==> config.mk <==
export PLATFORM = sky130hd
export DESIGN_NAME = fifo_uart_tx
export DESIGN_NICKNAME = d
export VERILOG_FILES = /design/src/rtl/fifo_uart_tx.sv
export SDC_FILE = /design/constraint.sdc
export NUM_CORES = 1
export LEC_CHECK = 0
export BUFFER_PORTS_ARGS = -buffer_cell sky130_fd_sc_hd__buf_4
export CAP_MARGIN = 25
export CORE_MARGIN = 2
export CORE_UTILIZATION = 58
export CTS_CLUSTER_DIAMETER = 100
export DETAILED_ROUTE_END_ITERATION = 6
export PLACE_DENSITY = 0.91
export SLEW_MARGIN = 20
export SYNTH_ARGS = -nofsm -noshare
export SYNTH_HDL_FRONTEND = slang
export SYNTH_SLANG_ARGS = --single-unit
==> constraint.sdc <==
create_clock -name clk -period 2.65 [get_ports clk]
set_input_delay 0.1325 -clock clk [delete_from_list [all_inputs] [get_ports clk]]
set_output_delay 0.1325 -clock clk [all_outputs]
set_load 0.03 [all_outputs]
==> src/rtl/fifo_uart_tx.sv <==
// fifo_uart_tx: pops bytes from an upstream FIFO and sends them as 8N1 serial frames, LSB first.
module fifo_uart_tx #(
  parameter int CLKS_PER_BIT = 16
) (
  input  logic        clk,
  input  logic        reset,
  input  logic        enable,
  input  logic        EMP,
  input  logic [7:0]  read_data,
  output logic        read_req,
  output logic        tx,
  output logic        busy,
  output logic [15:0] frame_count
);
  localparam int CW = $clog2(CLKS_PER_BIT);
  typedef enum logic [2:0] {IDLE, FETCH, START, DATA, STOP} state_t;
  state_t state, state_nxt;
  logic [CW-1:0] cnt;
  logic [2:0] bit_idx;
  logic [7:0] shreg;
  logic last;
  always_comb begin
    last = cnt == CW'(CLKS_PER_BIT - 1);
    read_req = reset & enable & ~EMP & (state == IDLE | (state == STOP & last));
    busy = state != IDLE;
    tx = state == START ? 1'b0 : state == DATA ? shreg[0] : 1'b1;
    state_nxt = state;
    case (state)
      IDLE:    state_nxt = read_req ? FETCH : IDLE;
      FETCH:   state_nxt = START;
      START:   state_nxt = last ? DATA : START;
      DATA:    state_nxt = last && bit_idx == 3'd7 ? STOP : DATA;
      STOP:    state_nxt = !last ? STOP : read_req ? FETCH : IDLE;
      default: state_nxt = IDLE;
    endcase
  end
  always_ff @(posedge clk or negedge reset) begin
    if (!reset) begin
      state       <= IDLE;
      cnt         <= '0;
      bit_idx     <= '0;
      shreg       <= '0;
      frame_count <= '0;
    end else begin
      state <= state_nxt;
      cnt   <= (state == START || state == DATA || state == STOP) && !last ? cnt + 1'b1 : '0;
      if (state == FETCH) shreg <= read_data;
      if (state == DATA && last) begin
        shreg   <= shreg >> 1;
        bit_idx <= bit_idx + 1'b1;
      end
      if (state == STOP && last) frame_count <= frame_count + 1'b1;
    end
  end
endmodule

# Word-level counts from Yosys, hierarchy flattened
# Index checks and enable logic that the tools add are counted.
# word_totals
regBits	34
in_bits	12
output_inout_bits	19
word_cells	40
# op_classes
addsub	3
n_eq_ne	6
muxes	10
bitwise_logic	6
n_reduce_logical	10
# op_table
operator	count
adder 16 x 1 -> 16 bit (second input constant)	1
2-to-1 mux 8 bit	2
case mux 3 bit (5 select lines)	1
== test 3 x 2 -> 1 bit (second input constant)	2
== test 3 bit (second input constant)	2
2-to-1 mux 3 bit	2
adder 4 x 1 -> 4 bit (second input constant)	1
AND 1 bit	4
== test 4 bit (second input constant)	1
logical AND 1 bit	4
2-to-1 mux 1 bit	4
2-to-1 mux 4 bit	1
adder 3 x 1 -> 3 bit (second input constant)	1
== test 3 x 1 -> 1 bit (second input constant)	1
zero test 3 bit	1
nonzero test 3 bit	1
logical OR 1 bit	2
nonzero test 2 bit	1
zero test 1 bit	1
inverter 1 bit	1
OR 1 bit	1

# Longest topological paths before layout
# Gate-level depths: netlist (run 1).
# logic_depth
ltp_word	7
ltp_mapped	6
depth_no_buf	5

# Least setup slack after synthesis (run 1)
# No wires, ideal clock.
# synth_timing
path_type	register to register
start	register frame_count[2]
end	register frame_count[14]
setup_ns	0.080
arrival_ns	1.587
required_time_ns	2.570
path_slack_ns	0.983
stages_incl_launch_ff	6
path_buffers	1
period_less_slack_ns	1.667
cell_sequence	dfrtp_1 -> nand4_1 -> or2_1 -> clkbuf_1 -> nor4_1 -> xor2_1
# synth_between
elab_chain_cells	1
# synth_rtl
item	line_no	source
from (decl)	13	output logic [15:0] frame_count
from (signal assigned)	52	if (state == STOP && last) frame_count <= frame_count + 1'b1;
adder 16 x 1 -> 16 bit	52	
# Every way passes these cells.
# A chain may end at the register's enable or synchronous reset.

# Worst setup path after layout (run 1)
# layout_timing
start	register cnt[0]
end	register shreg[6]
# layout_between
elab_chain_cells	3
word_cells_on_any_way	4
classes_between	eq/ne (1); mux (1); reduce/logical (2)
# layout_rtl
item	line_no	source
from (decl)	18	logic [CW-1:0] cnt;
from (signal assigned)	46	cnt <= (state == START || state == DATA || state == STOP) && !last ? cnt + 1'b1 : '0;
== test 4 bit *	23	last = cnt == CW'(CLKS_PER_BIT - 1);
logical AND 1 bit *	48	if (state == DATA && last) begin
2-to-1 mux 8 bit / nonzero test 2 bit (equally long branches)	--	
to (signal assigned)	47	if (state == FETCH) shreg <= read_data;
to (signal assigned)	49	shreg <= shreg >> 1;
to (decl)	20	logic [7:0] shreg;
# Every way passes the cells marked *; elsewhere a longest branch is shown, timed or not.

==> flow_summary.rst, run 1 <==
.. list-table::
   :header-rows: 1

   * - Metric
     - Value
   * - Clock Tree Buf Depth
     - 2
   * - Most prevalent standard cell on the critical path
     - sky130_fd_sc_hd__nor2_1
   * - Slack of the critical path
     - 829.3 ps
   * - Hold WS
     - 44.57 ps
   * - Clock latency on the worst-skew pair
     - 340 ps
   * - Number of nets produced by synthesis
     - 156
   * - Netlist area before placement
     - 1572 sq um
   * - Crit Path Class
     - reg2reg
   * - Top area cells in the synthesized netlist
     - sky130_fd_sc_hd__dfrtp_1 54%, sky130_fd_sc_hd__xor2_1 5.6%, sky130_fd_sc_hd__xnor2_1 4.5%
   * - Relative slew slack
     - 0.5641
   * - Number of global-route vias before repair
     - 1179
   * - Final weighted congestion in routability-driven placement
     - 0.8181
   * - Worst Setup Start Kind
     - register
   * - CP Cell Sequence
     - ha_1, nand3_1, nor2_1, buf_4, nor2_1, a21o_1
   * - Core Box Area
     - 2522 sq um
   * - Main synth FF type
     - sky130_fd_sc_hd__dfrtp_1
   * - Power density over cell area
     - 698.3 nW/um^2
   * - Number of standard cells after synthesis
     - 140
   * - Starting density of the core
     - 0.6230
   * - Max-cap violation count
     - 0
   * - Yosys cell types
     - 31
   * - Worst path buffer plus inverter count
     - 1
   * - # setup viols final
     - 0
   * - Non-filler instance count after layout
     - 208
   * - Endpoints failing hold
     - 0
   * - Core Util, Final
     - 0.7614
   * - WP data arrival
     - 2100 ps
   * - Critical path required time
     - 2930 ps
   * - Sequential cell area fraction in the yosys report
     - 0.5414
   * - Post-detailed-route wirelength per cell
     - 16.13 um
   * - Cell with the biggest individual delay on the critical path
     - sky130_fd_sc_hd__nor2_1
   * - Layout overhead on the synthesized area
     - 22.21%
   * - Pre-CTS setup slack
     - 933.0 ps
   * - Instance area at placement
     - 1833 sq um
   * - Congestion Overflow GR
     - 0
   * - Max-slew violation count
     - 0
   * - Unrepaired setup endpoints after global routing
     - no
   * - Share of Yosys cell area claimed by the top area cell type
     - 0.5414
   * - Clock-pin slew on the worst setup and hold paths
     - 100 ps
   * - Detailed-route DRC error count
     - 0
   * - Nets
     - 193
   * - Height of the die
     - 56.05 um
   * - H-tree lvl count
     - 2
   * - Cell area after layout
     - 1921 sq um
   * - TritonCTS clock tree
     - built
   * - Outcome
     - finished clean
   * - IR drop worst, VDD
     - 0.5462 mV
   * - Path class of the lowest-slack min-delay path
     - in2reg
   * - Period minus WS final
     - 1821 ps
   * - Wire length of the first global-routing pass
     - 5630 um
   * - Root Buffer
     - sky130_fd_sc_hd__clkbuf_4
   * - Hold path startpoint
     - read_data[7]
   * - Count of warnings emitted by yosys
     - 0
   * - Overall Global Routing Usage
     - 0.2330
   * - ANT nets after route
     - 0
   * - Count of flip-flops with a built-in enable after synthesis
     - 0
   * - Detailed Route WL
     - 3356 um
   * - Initial DRC count
     - 23
   * - Final worst-path cycle share
     - 0.6871
   * - Synthesized area per cell
     - 11.23 sq um
   * - Register bit count reported by yosys
     - 34
   * - Layout cell share with drive strength beyond 1
     - 0.2640
   * - Pin count of the biggest net entering global routing
     - 36
   * - Number of antenna violations at the first check in global routing
     - 0
   * - Post-Place Cells
     - 199
   * - Maximum frequency from static timing analysis
     - 0.5492 GHz
   * - Iteration count of the initial detailed-routing pass
     - 4
   * - Clock skew after layout
     - 5.746 ps
   * - Area of the die
     - 3142 sq um
   * - Antenna Cells
     - 0
   * - Setup crit start
     - cnt[0]
   * - Pin slew with the least headroom to its limit
     - 650.9 ps
   * - Total Negative Setup Slacks
     - 0 ps
   * - Total power of the final layout
     - 1.341 mW
   * - Reg2reg setup slack
     - 830 ps
   * - Worst-path maximum fanout
     - 12
   * - Number of clock sinks seen by CTS
     - 34
   * - Number of primary I/O pins
     - 31
   * - Via total after detailed routing
     - 1198
   * - Critical R2R Launch
     - cnt[0]
   * - Vias per inst
     - 5.760
   * - PortBufs
     - 30
   * - Cell taking the most area after synthesis
     - sky130_fd_sc_hd__dfrtp_1
   * - CP delay by family, top
     - simple AND/OR/NAND/NOR gates
   * - CP Capture Type
     - register
   * - Number of buffers added by the clock tree synthesis step
     - 5
   * - Detail Placement HPWL
     - 2259 um
   * - Number of standard-cell rows in the floorplan
     - 18
   * - Max stage delay on crit path
     - 470 ps
   * - Fraction of registers with async set or reset after synthesis
     - 1.000
   * - Quantity of gates resized following cts
     - 0
   * - Static leakage
     - 1.009 nW
   * - Die width
     - 56.05 um
-- worst paths after layout --
kind | cells after the start | to
worst max-delay path | 6 | shreg[6]
worst min-delay path | 3 | shreg[7]
worst max register to register | 6 | shreg[6]
worst min register to register | 1 | cnt[0]
max in group asynchronous | 2 | frame_count[15]
min in group asynchronous | 2 | frame_count[8]
-- tightest hold or removal path, cell delays in order --
cell and delay [ps]:
sky130_fd_sc_hd__buf_4 80, sky130_fd_sc_hd__mux2i_1 50, sky130_fd_sc_hd__nor2_1 80
-- state kept, by name, summed over array words and instances, names as in the netlist --
register and count:
bit_idx 3, cnt 4, frame_count 16, shreg 8
state 3
-- synthesized netlist by cell type (3+ instances only) --
library cell and n:
sky130_fd_sc_hd__a21o_1 7, sky130_fd_sc_hd__a22o_1 7, sky130_fd_sc_hd__and3_1 3, sky130_fd_sc_hd__dfrtp_1 34
sky130_fd_sc_hd__ha_1 4, sky130_fd_sc_hd__inv_1 4, sky130_fd_sc_hd__mux2_2 3, sky130_fd_sc_hd__nand2_1 11
sky130_fd_sc_hd__nand3_1 7, sky130_fd_sc_hd__nand4_1 3, sky130_fd_sc_hd__nor2_1 13, sky130_fd_sc_hd__nor3_1 5
sky130_fd_sc_hd__nor4_1 3, sky130_fd_sc_hd__xnor2_1 8, sky130_fd_sc_hd__xor2_1 10
-- report_power, final --
part / switching [mW] / total, mW / internal (mW) / leakage (nW)
Sequential: 0.0877 / 0.711 / 0.623 / 0.450
Clock: 0.177 / 0.373 / 0.195 / 0.0450
Combinational: 0.131 / 0.258 / 0.127 / 0.514
-- layout make-up --
class / count / area (sq um)
Clock inverter: 3 / 40.04
Inverter: 4 / 15.01
Clock buffer: 5 / 37.54
Timing Repair Buffer: 32 / 242.7
Fill cell: 182 / 601.8
Multi-Input combinational cell: 100 / 696.9
Sequential cell: 34 / 850.8
Tap cell: 30 / 37.54
-- layout by cell type, fill, tap and decap left out, types with 3 or more instances in the layout --
cell type and count:
sky130_fd_sc_hd__nand4_1 3, sky130_fd_sc_hd__nand2_1 11, sky130_fd_sc_hd__and3_1 3, sky130_fd_sc_hd__xor2_1 10, sky130_fd_sc_hd__nor4_1 3, sky130_fd_sc_hd__a21o_1 7, sky130_fd_sc_hd__nor3_1 5, sky130_fd_sc_hd__nor2_1 13
sky130_fd_sc_hd__xnor2_1 8, sky130_fd_sc_hd__nand3_1 7, sky130_fd_sc_hd__a22o_1 7, sky130_fd_sc_hd__mux2_2 3, sky130_fd_sc_hd__dfrtp_1 34, sky130_fd_sc_hd__buf_4 31, sky130_fd_sc_hd__clkbuf_4 5, sky130_fd_sc_hd__inv_1 4
sky130_fd_sc_hd__ha_1 4
-- layer usage --
metal / wire (um) / GRT usage / up-vias
met5: 0 / 0 / -
met4: 58 / 0.08844 / 0
met2: 1768 / 0.3647 / 31
li1: - / - / 564
met1: 1384 / 0.3088 / 597
met3: 144 / 0.06512 / 6
-- repair_timing --
action	CTS	global route
setup buffers	0	0
hold buffers	1	0
endpoints found under the hold margin	34	0
-- kinds of logic after synthesis --
group / after synthesis / share of synthesized area
AOI/OAI and AO/OA: 19 / 0.09156
adders and majority gates: 4 / 0.03185
buffers and inverters: 6 / 0.01512
and+or+nand+nor: 55 / 0.1919
muxes: 4 / 0.02786
DFF: 34 / 0.5414
xor gates and xnor gates: 18 / 0.1003
Power figures use the tool's default switching activity.
==> inputs of run 2 (changes only) <==
--- a/config.mk
+++ b/config.mk
@@ -8,10 +8,10 @@
 export BUFFER_PORTS_ARGS = -buffer_cell sky130_fd_sc_hd__buf_4
 export CAP_MARGIN = 25
 export CORE_MARGIN = 2
-export CORE_UTILIZATION = 58
+export CORE_UTILIZATION = 53
 export CTS_CLUSTER_DIAMETER = 100
 export DETAILED_ROUTE_END_ITERATION = 6
-export PLACE_DENSITY = 0.91
+export PLACE_DENSITY = 0.85
 export SLEW_MARGIN = 20
 export SYNTH_ARGS = -nofsm -noshare
 export SYNTH_HDL_FRONTEND = slang
==> constraint.sdc (replaced) <==
create_clock -name clk -period 1.7 [get_ports clk]
set_input_delay 0.085 -clock clk [delete_from_list [all_inputs] [get_ports clk]]
set_output_delay 0.085 -clock clk [all_outputs]
set_load 0.03 [all_outputs]
==> run 2 against run 1 <==
Global-route usage shrank 1.4 points. Total power grew 59%. Critical endpoint is now frame_count[12]. Combinational power rose by 73%. Register-to-register slack worse by 760 ps.
==> flow_summary.rst, run 2 (same netlist as run 1, synthesis figures left out) <==
.. list-table::
   :header-rows: 1

   * - Metric
     - Value
   * - Core Box Area
     - 2781 sq um
   * - CP delay by family, top
     - simple AND/OR/NAND/NOR gates
   * - Relative slew slack
     - 0.6551
   * - Stages on worst setup path
     - 4
   * - Setup crit start
     - frame_count[3]
   * - Post-Place Cells
     - 207
   * - Clock-pin slew on the worst setup and hold paths
     - 100 ps
   * - H-tree lvl count
     - 2
   * - Pin slew with the least headroom to its limit
     - 515.5 ps
   * - Height of the die
     - 58.45 um
   * - Maximum frequency from static timing analysis
     - 0.6149 GHz
   * - Initial DRC count
     - 25
   * - Final worst-path cycle share
     - 0.9566
   * - Endpoints failing hold
     - 0
   * - Proportion of total power due to net switching
     - 0.2978
   * - Detailed Route WL
     - 3540 um
   * - Instance area at placement
     - 1887 sq um
   * - Number of flip-flops under the largest register name
     - 16
   * - Share of total power in the clock network
     - 0.260
   * - Max-slew violation count
     - 0
   * - Outcome
     - finished clean
   * - Final weighted congestion in routability-driven placement
     - 0.7747
   * - Vias per inst
     - 5.673
   * - Overall Global Routing Usage
     - 0.2194
   * - Number of antenna violations at the first check in global routing
     - 0
   * - Cell with the biggest individual delay on the critical path
     - sky130_fd_sc_hd__dfrtp_1
   * - Worst hold path cell count
     - 3
   * - Clock latency on the worst-skew pair
     - 340 ps
   * - ANT nets after route
     - 0
   * - Post-detailed-route wirelength per cell
     - 16.31 um
   * - Clock skew after layout
     - 15.32 ps
   * - IR drop worst, VDD
     - 0.8810 mV
   * - Wire length of the first global-routing pass
     - 5589 um
   * - Iteration count of the initial detailed-routing pass
     - 4
   * - Via total after detailed routing
     - 1231
   * - Non-filler instance count after layout
     - 217
   * - CP Capture Type
     - register
   * - Clock Tree Buf Depth
     - 2
   * - Critical R2R Launch
     - frame_count[3]
   * - Number of primary I/O pins
     - 31
   * - Hold WS
     - 5.632 ps
   * - Root Buffer
     - sky130_fd_sc_hd__clkbuf_4
   * - Nets
     - 201
   * - Hold path startpoint
     - read_data[7]
   * - # setup viols final
     - 0
   * - Power density over cell area
     - 1041 nW/um^2
   * - Detail Placement HPWL
     - 2366 um
   * - Most used cells in the layout excluding fill and tap cells
     - 38 x sky130_fd_sc_hd__buf_4, 31 x sky130_fd_sc_hd__dfrtp_1, 11 x sky130_fd_sc_hd__nand2_1, 11 x sky130_fd_sc_hd__nor2_1, 10 x sky130_fd_sc_hd__xor2_1
   * - Most frequent standard cell in the layout excluding fill and tap cells
     - sky130_fd_sc_hd__buf_4
   * - CP Cell Sequence
     - nand4_1, or2_1, nor4_2, xor2_1
   * - Pin count of the biggest net entering global routing
     - 35
   * - Detailed-route DRC error count
     - 0
   * - Crit Path Class
     - reg2reg
   * - Worst path buffer plus inverter count
     - 0
   * - Number of clock sinks seen by CTS
     - 34
   * - Number of global-route vias before repair
     - 1248
   * - TritonCTS clock tree
     - built
   * - Biggest regs
     - frame_count (16), shreg (8), cnt (4)
   * - Sequential Power Share
     - 0.529
   * - Congestion Overflow GR
     - 0
   * - PortBufs
     - 30
   * - Largest register by flop count
     - frame_count
   * - Combinational group share of total power
     - 0.210
   * - Period minus WS final
     - 1626 ps
   * - Die width
     - 58.45 um
   * - Path class of the lowest-slack min-delay path
     - in2reg
   * - Depth of the worst register-to-register path
     - 4
   * - Critical path required time
     - 1950 ps
   * - Layout cell share with drive strength beyond 1
     - 0.3602
   * - Switching power of the nets
     - 0.6335 mW
   * - Max stage delay on crit path
     - 440 ps
   * - Starting density of the core
     - 0.5650
   * - Layout overhead on the synthesized area
     - 30.02%
   * - Number of standard-cell rows in the floorplan
     - 19
   * - Cell area after layout
     - 2043 sq um
   * - Worst-path maximum fanout
     - 6
   * - Static leakage
     - 1.046 nW
   * - Area of the die
     - 3416 sq um
   * - WP data arrival
     - 1880 ps
   * - Antenna Cells
     - 0
   * - Worst Setup Start Kind
     - register
   * - Number of buffers added by the clock tree synthesis step
     - 5
   * - Total internal power
     - 1.494 mW
   * - Max-cap violation count
     - 0
==> run 2: cell count changes in the layout (fill, tap and decap cells not counted), sizes merged <==
| cell | delta |
|---|---|
| bufinv | -1 |
| clkbuf | +3 |
| buf | +8 |
| clkinv | -2 |
==> run 2: tightest hold or removal path: stages <==
cell	delay, ps
sky130_fd_sc_hd__buf_4	70
sky130_fd_sc_hd__mux2i_1	50
sky130_fd_sc_hd__nor2_1	80
==> run 2: area by class of cell <==
| cell class | count | area [sq um] |
|---|---|---|
| well taps | 31 | 38.79 |
| fillers | 197 | 738.2 |
| flip-flops and latches | 34 | 854.6 |
| repair buffers | 40 | 306.5 |
| multi-input cells | 100 | 749.5 |
| inverters | 4 | 15.01 |
| clock buffers | 8 | 78.83 |
==> run 2: power groups by stage <==
stage / Sequential [mW] / Combinational [mW] / Clock, mW
2_1_floorplan: 1.08 / 0.281 / 0
5_1_grt: 1.14 / 0.503 / 0.590
6_report: 1.13 / 0.447 / 0.554
3_3_place_gp: 1.10 / 0.364 / 0
4_1_cts: 1.11 / 0.404 / 0.559
3_5_place_dp: 1.12 / 0.393 / 0
==> run 2: per-stage QoR <==
| step | setup WS (ps) | total power, mW | utilization | TNS [ps] |
|---|---|---|---|---|
| after floorplan | 32.58 | 1.363 | - | 0 |
| after global placement | 154.7 | 1.463 | 0.6784 | 0 |
| after detailed placement | 10.49 | 1.514 | 0.6784 | 0 |
| after CTS | 7.051 | 2.068 | 0.7126 | 0 |
| after global routing | -5.512 | 2.235 | 0.7346 | -5.512 |
| final | 73.82 | 2.127 | 0.7346 | 0 |
==> run 2: repair_timing <==
action | in CTS | in global routing
hold endpoints to repair | 34 | 0
endpoints found under the setup margin | 2 | 13
pin swaps | 0 | 1
hold buffers | 1 | 0
setup buffers | 0 | 1
gates resized for setup | 2 | 13
==> run 2: metal layers <==
layer	track usage	up-vias	wire, um
li1	-	581	-
met1	0.2874	617	1495
met2	0.3499	25	1839
met3	0.05934	8	158
met4	0.08306	0	46
met5	0	-	0
==> run 2: worst paths after layout <==
check / endpoint / slack, ps
max: frame_count[12] / 70
min: shreg[7] / 6
max reg2reg: frame_count[12] / 70
min reg2reg: bit_idx[0] / 490
max in group asynchronous: state[2] / 1050
min in group asynchronous: shreg[3] / 330
